File: config.mk
export PLATFORM = sky130hd
export DESIGN_NAME = byte_serial_adder
export DESIGN_NICKNAME = d
export VERILOG_FILES = /design/src/rtl/byte_serial_adder_pkg.sv /design/src/rtl/byte_serial_adder_rca_8.sv /design/src/rtl/byte_serial_adder.sv
export SDC_FILE = /design/constraint.sdc
export NUM_CORES = 1
export LEC_CHECK = 0
export ABC_CLOCK_PERIOD_IN_PS = 6100
export CAP_MARGIN = 20
export CORE_ASPECT_RATIO = 1.25
export CORE_UTILIZATION = 45
export CTS_BUF_LIST = sky130_fd_sc_hd__clkbuf_8 sky130_fd_sc_hd__clkbuf_16
export DETAILED_ROUTE_END_ITERATION = 8
export DONT_BUFFER_PORTS = 1
export SLEW_MARGIN = 20
export SYNTH_ARGS = -nofsm -noshare
export SYNTH_HDL_FRONTEND = slang
export SYNTH_HIERARCHICAL = 1
export SYNTH_SLANG_ARGS = --single-unit
File: constraint.sdc
create_clock -name clk -period 6.1 [get_ports clk]
set_clock_uncertainty 0.05 [all_clocks]
set_input_delay 1.22 -clock clk [delete_from_list [all_inputs] [get_ports clk]]
set_output_delay 1.22 -clock clk [all_outputs]
set_load 0.005 [all_outputs]
File: src/rtl/byte_serial_adder_pkg.sv
// Shared definitions for the byte-serial adder: byte width, FSM encoding and
// the byte-index width helper.
package byte_serial_adder_pkg;

  localparam int BYTE_W = 8;

  typedef enum logic [1:0] {
    IDLE = 2'd0,
    RUN  = 2'd1,
    DONE = 2'd2
  } state_e;

  // Index must hold 0..n-1; a single byte still needs a 1-bit counter.
  function automatic int idx_width(input int n);
    return (n <= 1) ? 1 : $clog2(n);
  endfunction

endpackage

File: src/rtl/byte_serial_adder_rca_8.sv
// 8-bit ripple-carry adder used as the shared datapath of the byte-serial adder.
module rca_8 (
  input  logic [7:0] a_i,
  input  logic [7:0] b_i,
  input  logic       cin_i,
  output logic [7:0] s_o,
  output logic       cout_o
);

  logic [8:0] c;

  always_comb begin
    c    = '0;
    s_o  = '0;
    c[0] = cin_i;
    for (int i = 0; i < 8; i++) begin
      s_o[i]   = a_i[i] ^ b_i[i] ^ c[i];
      c[i + 1] = (a_i[i] & b_i[i]) | (c[i] & (a_i[i] ^ b_i[i]));
    end
  end

  assign cout_o = c[8];

endmodule

File: src/rtl/byte_serial_adder.sv
// Adds two NBYTES-wide operands one byte per clock through a single rca_8,
// carrying between bytes in a register. valid/ready handshake on both sides.
module byte_serial_adder
  import byte_serial_adder_pkg::*;
#(
  parameter int NBYTES = 4
) (
  input  logic                       clk,
  input  logic                       rst,
  input  logic                       in_valid,
  output logic                       in_ready,
  input  logic [BYTE_W*NBYTES-1:0]   a,
  input  logic [BYTE_W*NBYTES-1:0]   b,
  input  logic                       cin,
  output logic                       out_valid,
  input  logic                       out_ready,
  output logic [BYTE_W*NBYTES-1:0]   sum,
  output logic                       cout,
  output logic                       overflow,
  output logic [1:0]                 dbg_state_o
);

  // Handshake: a transfer happens on a rising edge where valid && ready are
  // both high; the producer holds its data until that edge, ready may depend
  // on state only, never combinationally on valid.

  localparam int W  = BYTE_W * NBYTES;
  localparam int IW = idx_width(NBYTES);
  localparam logic [IW-1:0] LAST = IW'(NBYTES - 1);

  state_e             state_q, state_d;
  logic [IW-1:0]      idx_q, idx_d;
  logic [W-1:0]       a_q, a_d, b_q, b_d, sum_q, sum_d;
  logic               carry_q, carry_d, cout_q, cout_d, ovf_q, ovf_d;
  logic [BYTE_W-1:0]  rca_a, rca_b, rca_s;
  logic               rca_cout;

  assign rca_a = a_q[BYTE_W*idx_q +: BYTE_W];
  assign rca_b = b_q[BYTE_W*idx_q +: BYTE_W];

  rca_8 u_rca (
    .a_i    (rca_a),
    .b_i    (rca_b),
    .cin_i  (carry_q),
    .s_o    (rca_s),
    .cout_o (rca_cout)
  );

  always_ff @(posedge clk) begin
    if (rst) begin
      state_q <= IDLE;
      idx_q   <= '0;
      a_q     <= '0;
      b_q     <= '0;
      sum_q   <= '0;
      carry_q <= 1'b0;
      cout_q  <= 1'b0;
      ovf_q   <= 1'b0;
    end else begin
      state_q <= state_d;
      idx_q   <= idx_d;
      a_q     <= a_d;
      b_q     <= b_d;
      sum_q   <= sum_d;
      carry_q <= carry_d;
      cout_q  <= cout_d;
      ovf_q   <= ovf_d;
    end
  end

  always_comb begin
    state_d = state_q;
    case (state_q)
      IDLE:    if (in_valid) state_d = RUN;
      RUN:     if (idx_q == LAST) state_d = DONE;
      DONE:    if (out_ready) state_d = IDLE;
      default: state_d = IDLE;
    endcase
  end

  always_comb begin
    in_ready    = (state_q == IDLE);
    out_valid   = (state_q == DONE);
    dbg_state_o = state_q;
  end

  // cout/overflow are captured on the final byte so they stay stable in DONE
  // and after, independent of carry_q being reloaded on the next accept.
  always_comb begin
    idx_d   = idx_q;
    a_d     = a_q;
    b_d     = b_q;
    sum_d   = sum_q;
    carry_d = carry_q;
    cout_d  = cout_q;
    ovf_d   = ovf_q;
    case (state_q)
      IDLE: begin
        if (in_valid) begin
          a_d     = a;
          b_d     = b;
          carry_d = cin;
          idx_d   = '0;
        end
      end
      RUN: begin
        sum_d[BYTE_W*idx_q +: BYTE_W] = rca_s;
        carry_d = rca_cout;
        if (idx_q == LAST) begin
          idx_d  = '0;
          cout_d = rca_cout;
          ovf_d  = (a_q[W-1] == b_q[W-1]) && (rca_s[BYTE_W-1] != a_q[W-1]);
        end else begin
          idx_d = idx_q + 1'b1;
        end
      end
      default: ;
    endcase
  end

  assign sum      = sum_q;
  assign cout     = cout_q;
  assign overflow = ovf_q;

endmodule

==> out/results.txt, run 1 <==
Pwr Density: 314 nW/um2
status: complete, no violations
die area: 9950 um2
RePlAce Congestion: 0.804
FF-to-FF path depth: 16
final setup vio count: 0
final period demand of the worst path: 5.16 ns
nature of the critical path endpoint: flip-flop
Max Cap Viol: 0
CTS tree: built
total grt overflow: 0
register area share after synthesis: 0.480
Cell Rows: 39
Post-CTS Setup Bufs: 0
Hold Path End: a_q[27]
DP HPWL: 7130 um
WL/cell: 17.2 um
CTS sink cnt: 103
CP startpoint kind: flip-flop
Cell Area, Synth: 4300 um2
Worst-Margin Slew: 0.767 ns
clk_lat worst skew: 0.34 ns
critical path required time: 6.31 ns
Diodes inserted: 0
Tot GR Track Use: 0.214
largest net degree at the start of global routing: 91
leakage power: 1.69 nW
CTS root buf: clkbuf_16
Clock Pin Slew Worst Setup and Hold Paths: 0.07 ns
Vert. Die Dim: 111 um
setup TNS: 0 ns
Slew headroom: 0.482
CTS Buf Count: 9
Post-synth EDFFs: 0
FF-to-FF setup slack: 0.94 ns
Commonest cells post-synth: nand2_1, dfxtp_1, a21oi_1
core area: 9220 um2
Hold Crit Depth: 2
final core occ: 0.508
Crit Path Class: flip-flop to flip-flop
DIE WIDTH: 89.4 um
RSZ-0062 raised after global routing: no
Synth Warn #: 6
Tcrit/Tclk final: 0.847
top area cells in the synthesized netlist: dfxtp_1, nand2_1, a21oi_1
count of cell types in the netlist: 31
R2R Path End: overflow
via count: 3212
Critical path origin: idx_q[0]
antenna violations before repair: 0
number of global-route vias before repair: 3089
post-route antenna net violation count: 0
DRT iter0 DRCs: 140
drt total wl: 10100 um
share of cells above drive strength 1: 0.0950
min-delay src: a_q[27]
share of Yosys cell area claimed by the top area cell type: 0.480
drt pass-1 iters: 4
first-pass GRT wire length: 15800 um
Initial Utilization: 0.466
Longest Clk Path Bufs: 2
Synth Instances: 476
Ports: 107
HP Class: flip-flop to flip-flop
fillcell total: 893
PostCTS Resize Cnt: 0
highest clock rate: 194 MHz
peak fanout along the critical path: 11
Mapped Nets: 558
Max VDD drop: 0.135 mV
Power, Total: 0.00147 W
CP arrival: 5.37 ns
Top FF cell, synth: dfxtp_1
DRC: 0
Critical R2R Launch: idx_q[0]
ys async rst share: 0
count leader, synth: nand2_1
Seq cells post-synth: 103
post-synth top area cell: dfxtp_1
Final Max Slew Viols: 0
port buffer count: 0
Clock H-tree levels: 3
CTS Hold Bufs: 0
Syn Area/Cell: 9.03 um2
Via density: 5.48
synthesis-to-layout area growth: 8.88%
final hold violations: 0
nets: 540
==> report_power, final <==
part / leakage (nW) / total (W) / internal, W / switching, W
Clock: 0.160 / 0.000614 / 0.000369 / 0.000245
Sequential: 0.840 / 0.000722 / 0.000701 / 0.0000210
Combinational: 0.693 / 0.000134 / 0.0000529 / 0.0000813
Total: 1.69 / 0.00147 / 0.00112 / 0.000347
==> metrics by stage <==
stage | cells | hold slack, ns | setup slack, ns | cell area (um2)
floorplan | 476 | 0.383 | 1.16 | 4300
global placement | 570 | 0.385 | 1.13 | 4350
detailed placement | 570 | 0.391 | 1.02 | 4350
CTS | 586 | 0.400 | 0.964 | 4670
global route | 586 | 0.416 | 0.636 | 4680
finish | 586 | 0.401 | 0.936 | 4680
==> layout make-up <==
type | instances | area, um2 | share of cell area
Sequential cell | 103 | 2060 | 0.441
Multi-Input combinational cell | 326 | 2050 | 0.439
Clock buffer | 10 | 239 | 0.0511
Tap cell | 123 | 154 | 0.0329
Clock inverter | 6 | 85.1 | 0.0182
Inverter | 13 | 48.8 | 0.0104
Timing Repair Buffer | 5 | 37.5 | 0.00802
==> cell usage in the layout (no fill, tap or decap), types with 3 or more instances in the layout <==
cell type  count
dfxtp_1      103
mux4_2        16
a22o_1        16
inv_1         13
fa_1           8
nand2_1      148
a21oi_1       86
nor2_1         6
clkbuf_16      9
nor2b_1        3
buf_4          5
nand3_1       16
nand3b_1       3
ha_1           5
==> worst max-delay path, stage by stage, from the launching register on <==
cell	delay [ns]
dfxtp_1	0.57
buf_4	0.28
mux4_2	0.54
fa_1	0.39
inv_1	0.07
fa_1	0.15
inv_1	0.05
fa_1	0.37
fa_1	0.39
fa_1	0.39
fa_1	0.41
fa_1	0.38
inv_1	0.08
fa_1	0.42
inv_1	0.19
a21oi_1	0.09
a211oi_1	0.24
==> worst max-delay path by stage <==
stage          slack [ns]  depth (start not counted)       end
6_report             0.94                         16  overflow
5_1_grt              0.64                         16  overflow
4_1_cts              0.96                         16  overflow
3_5_place_dp         1.02                         16  overflow
3_3_place_gp         1.13                         16  overflow
2_1_floorplan        1.16                         16  overflow
==> registers in the layout (all words and copies together), names as in the netlist <==
| signal | flops |
|---|---|
| a_q | 32 |
| b_q | 32 |
| sum | 32 |
| dbg_state_o | 2 |
| idx_q | 2 |
| carry_q | 1 |
| cout | 1 |
| overflow | 1 |
==> logic make-up after synthesis <==
kind of cell	synth area share
simple gates	0.198
flops	0.480
compound gates	0.140
mux	0.0861
buf+inv	0.0451
fa+ha+maj	0.0518
==> routing by layer <==
| layer | part of all wire | global-route usage |
|---|---|---|
| met5 | 0 | 0 |
| met4 | 0.016 | 0.0667 |
| met3 | 0.064 | 0.0506 |
| met2 | 0.51 | 0.362 |
| met1 | 0.41 | 0.265 |
No activity file was read; power rests on OpenSTA's default activity.
==> inputs of run 2 (changes only) <==
- ABC_CLOCK_PERIOD_IN_PS: 6100 -> 4650
- clock period: 6.1 -> 4.65 ns (I/O delays scaled with it)
==> out/results.txt, run 2 (synthesized netlist as in run 1, its figures left out) <==
Worst-Margin Slew: 0.793 ns (was 0.767 ns)
CTS tree: built (unchanged)
first-pass GRT wire length: 15700 um (was 15800 um)
DP HPWL: 7250 um (was 7130 um)
Final Hold Slack: 0.401 ns (about the same)
DRT iter0 DRCs: 137 (was 140)
total grt overflow: 0 (unchanged)
Slew headroom: 0.463 (was 0.482)
critical path required time: 4.86 ns (was 6.31 ns)
Longest Clk Path Bufs: 2 (unchanged)
Max Cap Viol: 0 (unchanged)
Post-CTS Setup Bufs: 0 (unchanged)
CTS Hold Bufs: 0 (unchanged)
Vert. Die Dim: 111 um (unchanged)
final setup vio count: 0 (unchanged)
Pwr Density: 400 nW/um2 (was 314 nW/um2)
nets: 544 (was 540)
CTS sink cnt: 103 (unchanged)
RePlAce Congestion: 0.749 (was 0.804)
via count: 3179 (was 3212)
peak fanout along the critical path: 5 (was 11)
most frequent cells in the layout: nand2_1, dfxtp_1, a21oi_1 (unchanged)
HP Class: flip-flop to flip-flop (unchanged)
Final Max Slew Viols: 0 (unchanged)
CTS Buf Count: 9 (unchanged)
Via density: 5.39 (was 5.48)
Clock H-tree levels: 3 (unchanged)
DRC: 0 (unchanged)
Ports: 107 (unchanged)
synthesis-to-layout area growth: 9.20% (was 8.88%)
CP startpoint kind: flip-flop (unchanged)
setup TNS: 0 ns (unchanged)
post-route antenna net violation count: 0 (unchanged)
final hold violations: 0 (unchanged)
core area: 9220 um2 (unchanged)
fillcell total: 893 (unchanged)
Tot GR Track Use: 0.215 (was 0.214)
Initial Utilization: 0.466 (unchanged)
Power, Total: 0.00188 W (was 0.00147 W)
PostCTS Resize Cnt: 1 (was 0)
drt total wl: 10100 um (about the same)
final core occ: 0.509 (was 0.508)
share of cells above drive strength 1: 0.113 (was 0.0950)
Hold Crit Depth: 2 (unchanged)
nature of the critical path endpoint: flip-flop (unchanged)
clk_lat worst skew: 0.35 ns (was 0.34 ns)
RSZ-0062 raised after global routing: no (unchanged)
antenna violations before repair: 0 (unchanged)
WL/cell: 17.1 um (was 17.2 um)
Crit Path Class: flip-flop to flip-flop (unchanged)
port buffer count: 0 (unchanged)
status: complete, no violations (unchanged)
Diodes inserted: 0 (unchanged)
CTS root buf: clkbuf_16 (unchanged)
Max VDD drop: 0.187 mV (was 0.135 mV)
largest net degree at the start of global routing: 91 (unchanged)
DIE WIDTH: 89.4 um (unchanged)
Cell Rows: 39 (unchanged)
drt pass-1 iters: 4 (unchanged)
number of global-route vias before repair: 3018 (was 3089)
leakage power: 1.69 nW (about the same)
final period demand of the worst path: 4.50 ns (was 5.16 ns)
die area: 9950 um2 (unchanged)
Clock Pin Slew Worst Setup and Hold Paths: 0.07 ns (about the same)
Tcrit/Tclk final: 0.967 (was 0.847)
most common cell after layout, fill and taps aside: nand2_1 (unchanged)
FF-to-FF path depth: 15 (was 16)
CP arrival: 4.71 ns (was 5.37 ns)
highest clock rate: 222 MHz (was 194 MHz)
run 2: per-stage QoR:
stage / area, um2 / worst slack, ns / std cells
final: 4690 / 0.153 / 590
after global routing: 4690 / 0.0116 / 590
after CTS: 4680 / 0.0224 / 590
after detailed placement: 4380 / -0.0473 / 574
after global placement: 4380 / 0.0498 / 574
after floorplan: 4310 / 0.0182 / 476
run 2: worst max-delay path, cell delays in order (launching register included):
cell and delay (ns):
dfxtp_4 0.38, mux4_2 0.52, fa_1 0.44, inv_1 0.09, fa_1 0.16, inv_1 0.05, fa_1 0.37, fa_1 0.39
fa_2 0.36, fa_2 0.36, fa_1 0.37, inv_1 0.08, fa_1 0.41, inv_2 0.10, a21oi_1 0.07, a211oi_1 0.23
run 2: metal layers:
| layer | global-route usage | wire length [um] | up-vias |
|---|---|---|---|
| met2 | 0.354 | 5050 | 103 |
| met1 | 0.263 | 4190 | 1472 |
| met4 | 0.0910 | 279 | 0 |
| met5 | 0 | 0 | - |
| li1 | - | - | 1587 |
| met3 | 0.0529 | 545 | 17 |
run 2: path summary, 6_finish.rpt:
kind / startpoint / endpoint / slack (ns)
max: idx_q[0] / overflow / 0.15
min: a_q[15] / a_q[15] / 0.40
max reg2reg: idx_q[0] / overflow / 0.15
min reg2reg: a_q[15] / a_q[15] / 0.40
run 2: power by group:
part           total [W]  switching [W]  internal, W
Combinational   0.000184       0.000110    0.0000739
Sequential      0.000945      0.0000251     0.000920
Clock           0.000750       0.000321     0.000429
Total            0.00188       0.000456      0.00142
run 2: cell type report:
type | instances | area, um2 | share of cell area
sequential | 103 | 2070 | 0.440
timing repair buffer | 9 | 67.6 | 0.0144
multi-input combinational | 326 | 2060 | 0.439
inverter | 13 | 48.8 | 0.0104
clock buffer | 10 | 239 | 0.0509
tap | 123 | 154 | 0.0328
clock inverter | 6 | 60.1 | 0.0128
==> inputs of run 3 (changes only) <==
- CELL_PAD_IN_SITES_DETAIL_PLACEMENT: default -> 0
- CELL_PAD_IN_SITES_GLOBAL_PLACEMENT: default -> 1
- CORE_UTILIZATION: 45 -> 30
- GPL_ROUTABILITY_DRIVEN: default -> 0
- PLACE_DENSITY_LB_ADDON: default -> 0.1
==> out/results.txt, run 3 (synthesized netlist as in run 1, its figures left out) <==
status: complete, no violations (unchanged)
CTS Buf Count: 9 (unchanged)
number of global-route vias before repair: 3229 (was 3018)
leakage power: 1.70 nW (was 1.69 nW)
HP Class: flip-flop to flip-flop (unchanged)
Vert. Die Dim: 136 um (was 111 um)
area of the multi-input gates: 2060 um2 (unchanged)
Max VDD drop: 0.201 mV (was 0.187 mV)
cell family with most CP delay: adder cells (unchanged)
WL/cell: 18.3 um (was 17.1 um)
placed insts: 626 (was 574)
cell count along the critical path: 15 (unchanged)
setup TNS: 0 ns (unchanged)
Tot GR Track Use: 0.165 (was 0.215)
Critical R2R Launch: idx_q[0] (unchanged)
Max stage delay cell, worst path: mux4_2 (unchanged)
fillcell total: 1481 (was 893)
most common cell after layout, fill and taps aside: nand2_1 (unchanged)
drt total wl: 11800 um (was 10100 um)
Via density: 4.89 (was 5.39)
clk_lat worst skew: 0.34 ns (was 0.35 ns)
synthesis-to-layout area growth: 10.9% (was 9.20%)
Worst path most repeated cell: fa_1 (unchanged)
cell breakdown of the critical path: mux4_2 -> fa_1 -> inv_1 -> fa_1 -> inv_1 -> fa_1 -> fa_2 -> fa_2 -> fa_1 -> fa_1 -> inv_1 -> fa_1 -> inv_2 -> a21oi_1 -> a211oi_1 (was mux4_2 -> fa_1 -> inv_1 -> fa_1 -> inv_1 -> fa_1 -> fa_1 -> fa_2 -> fa_2 -> fa_1 -> inv_1 -> fa_1 -> inv_2 -> a21oi_1 -> a211oi_1)
peak fanout along the critical path: 5 (unchanged)
drt pass-1 iters: 4 (unchanged)
final setup vio count: 0 (unchanged)
total grt overflow: 0 (unchanged)
DRT iter0 DRCs: 131 (was 137)
Final Hold Slack: 0.404 ns (was 0.401 ns)
CP startpoint kind: flip-flop (unchanged)
Initial Utilization: 0.310 (was 0.466)
Slew headroom: 0.358 (was 0.463)
CP arrival: 4.68 ns (was 4.71 ns)
Longest Clk Path Bufs: 2 (unchanged)
antenna violations before repair: 0 (unchanged)
Tcrit/Tclk final: 0.960 (was 0.967)
Ports: 107 (unchanged)
post-route antenna net violation count: 0 (unchanged)
CTS tree: built (unchanged)
Clock Pin Slew Worst Setup and Hold Paths: 0.07 ns (about the same)
DIE WIDTH: 109 um (was 89.4 um)
Diodes inserted: 0 (unchanged)
final core occ: 0.344 (was 0.509)
final hold violations: 0 (unchanged)
CP Buf/Inv Count: 4 (unchanged)
nature of the critical path endpoint: flip-flop (unchanged)
Critical Path Max Stage Delay: 0.52 ns (about the same)
CTS sink cnt: 103 (unchanged)
port buffer count: 0 (unchanged)
share of cells above drive strength 1: 0.113 (unchanged)
highest clock rate: 224 MHz (was 222 MHz)
CTS Hold Bufs: 0 (unchanged)
DRC: 0 (unchanged)
critical path required time: 4.86 ns (about the same)
largest net degree at the start of global routing: 91 (unchanged)
Critical path origin: idx_q[0] (unchanged)
first-pass GRT wire length: 17900 um (was 15700 um)
Crit Path Class: flip-flop to flip-flop (unchanged)
DP HPWL: 8660 um (was 7250 um)
FF-to-FF path depth: 15 (unchanged)
Clock H-tree levels: 3 (unchanged)
CTS root buf: clkbuf_16 (unchanged)
min-delay src: b_q[23] (was a_q[15])
RSZ-0062 raised after global routing: no (unchanged)
nets: 544 (unchanged)
register area: 2070 um2 (unchanged)
Final Max Slew Viols: 0 (unchanged)
final period demand of the worst path: 4.47 ns (was 4.50 ns)
Pwr Density: 401 nW/um2 (was 400 nW/um2)
Max Cap Viol: 0 (unchanged)
Hold Crit Depth: 2 (unchanged)
Post-CTS Setup Bufs: 0 (unchanged)
die area: 14800 um2 (was 9950 um2)
Worst-Margin Slew: 0.963 ns (was 0.793 ns)
most frequent cells in the layout: nand2_1, dfxtp_1, a21oi_1 (unchanged)
Cell Rows: 48 (was 39)
via count: 3138 (was 3179)
fin cells: 642 (was 590)
core area: 13900 um2 (was 9220 um2)
[run 3: worst reg2reg max path: stages (launching register included)]
cell and delay [ns]:
dfxtp_4 0.37, mux4_2 0.52, fa_1 0.42, inv_1 0.07, fa_1 0.15, inv_1 0.05, fa_1 0.38, fa_2 0.35
fa_2 0.35, fa_1 0.39, fa_1 0.38, inv_1 0.08, fa_1 0.41, inv_2 0.10, a21oi_1 0.07, a211oi_1 0.23
[run 3: per-stage QoR]
| stage | worst slack (ns) | area, um2 | total power, W |
|---|---|---|---|
| final | 0.185 | 4770 | 0.00191 |
| after floorplan | 0.0182 | 4310 | 0.00110 |
| after CTS | 0.0403 | 4760 | 0.00194 |
| after global placement | 0.0372 | 4450 | 0.00116 |
| after global routing | 0.00511 | 4770 | 0.00200 |
| after detailed placement | 0.00487 | 4450 | 0.00116 |
[run 3: where the power goes]
group | switching (W) | internal [W]
clock | 0.000343 | 0.000436
combinational | 0.000114 | 0.0000741
sequential | 0.0000268 | 0.000919
[run 3: layer usage]
metal,track usage,part of all wire
met5,0,0
met4,0.0578,0.015
met3,0.0388,0.048
met2,0.284,0.51
met1,0.199,0.43
[run 3: layout make-up]
cell class / instances / share of cell area
clock inverters: 6 / 0.0144
well taps: 175 / 0.0459
inverters: 13 / 0.0102
multi-input cells: 326 / 0.432
flip-flops and latches: 103 / 0.433
clock buffers: 10 / 0.0501
repair buffers: 9 / 0.0142
[run 3: timing repair]
action,CTS,global route
setup endpoints to repair,1,5
resized for setup,1,4
pin swaps,0,0
[run 3: worst paths after layout]
path         slack, ns  endpoint
max               0.18  overflow
min               0.40   b_q[23]
max reg2reg       0.18  overflow
min reg2reg       0.40   b_q[23]
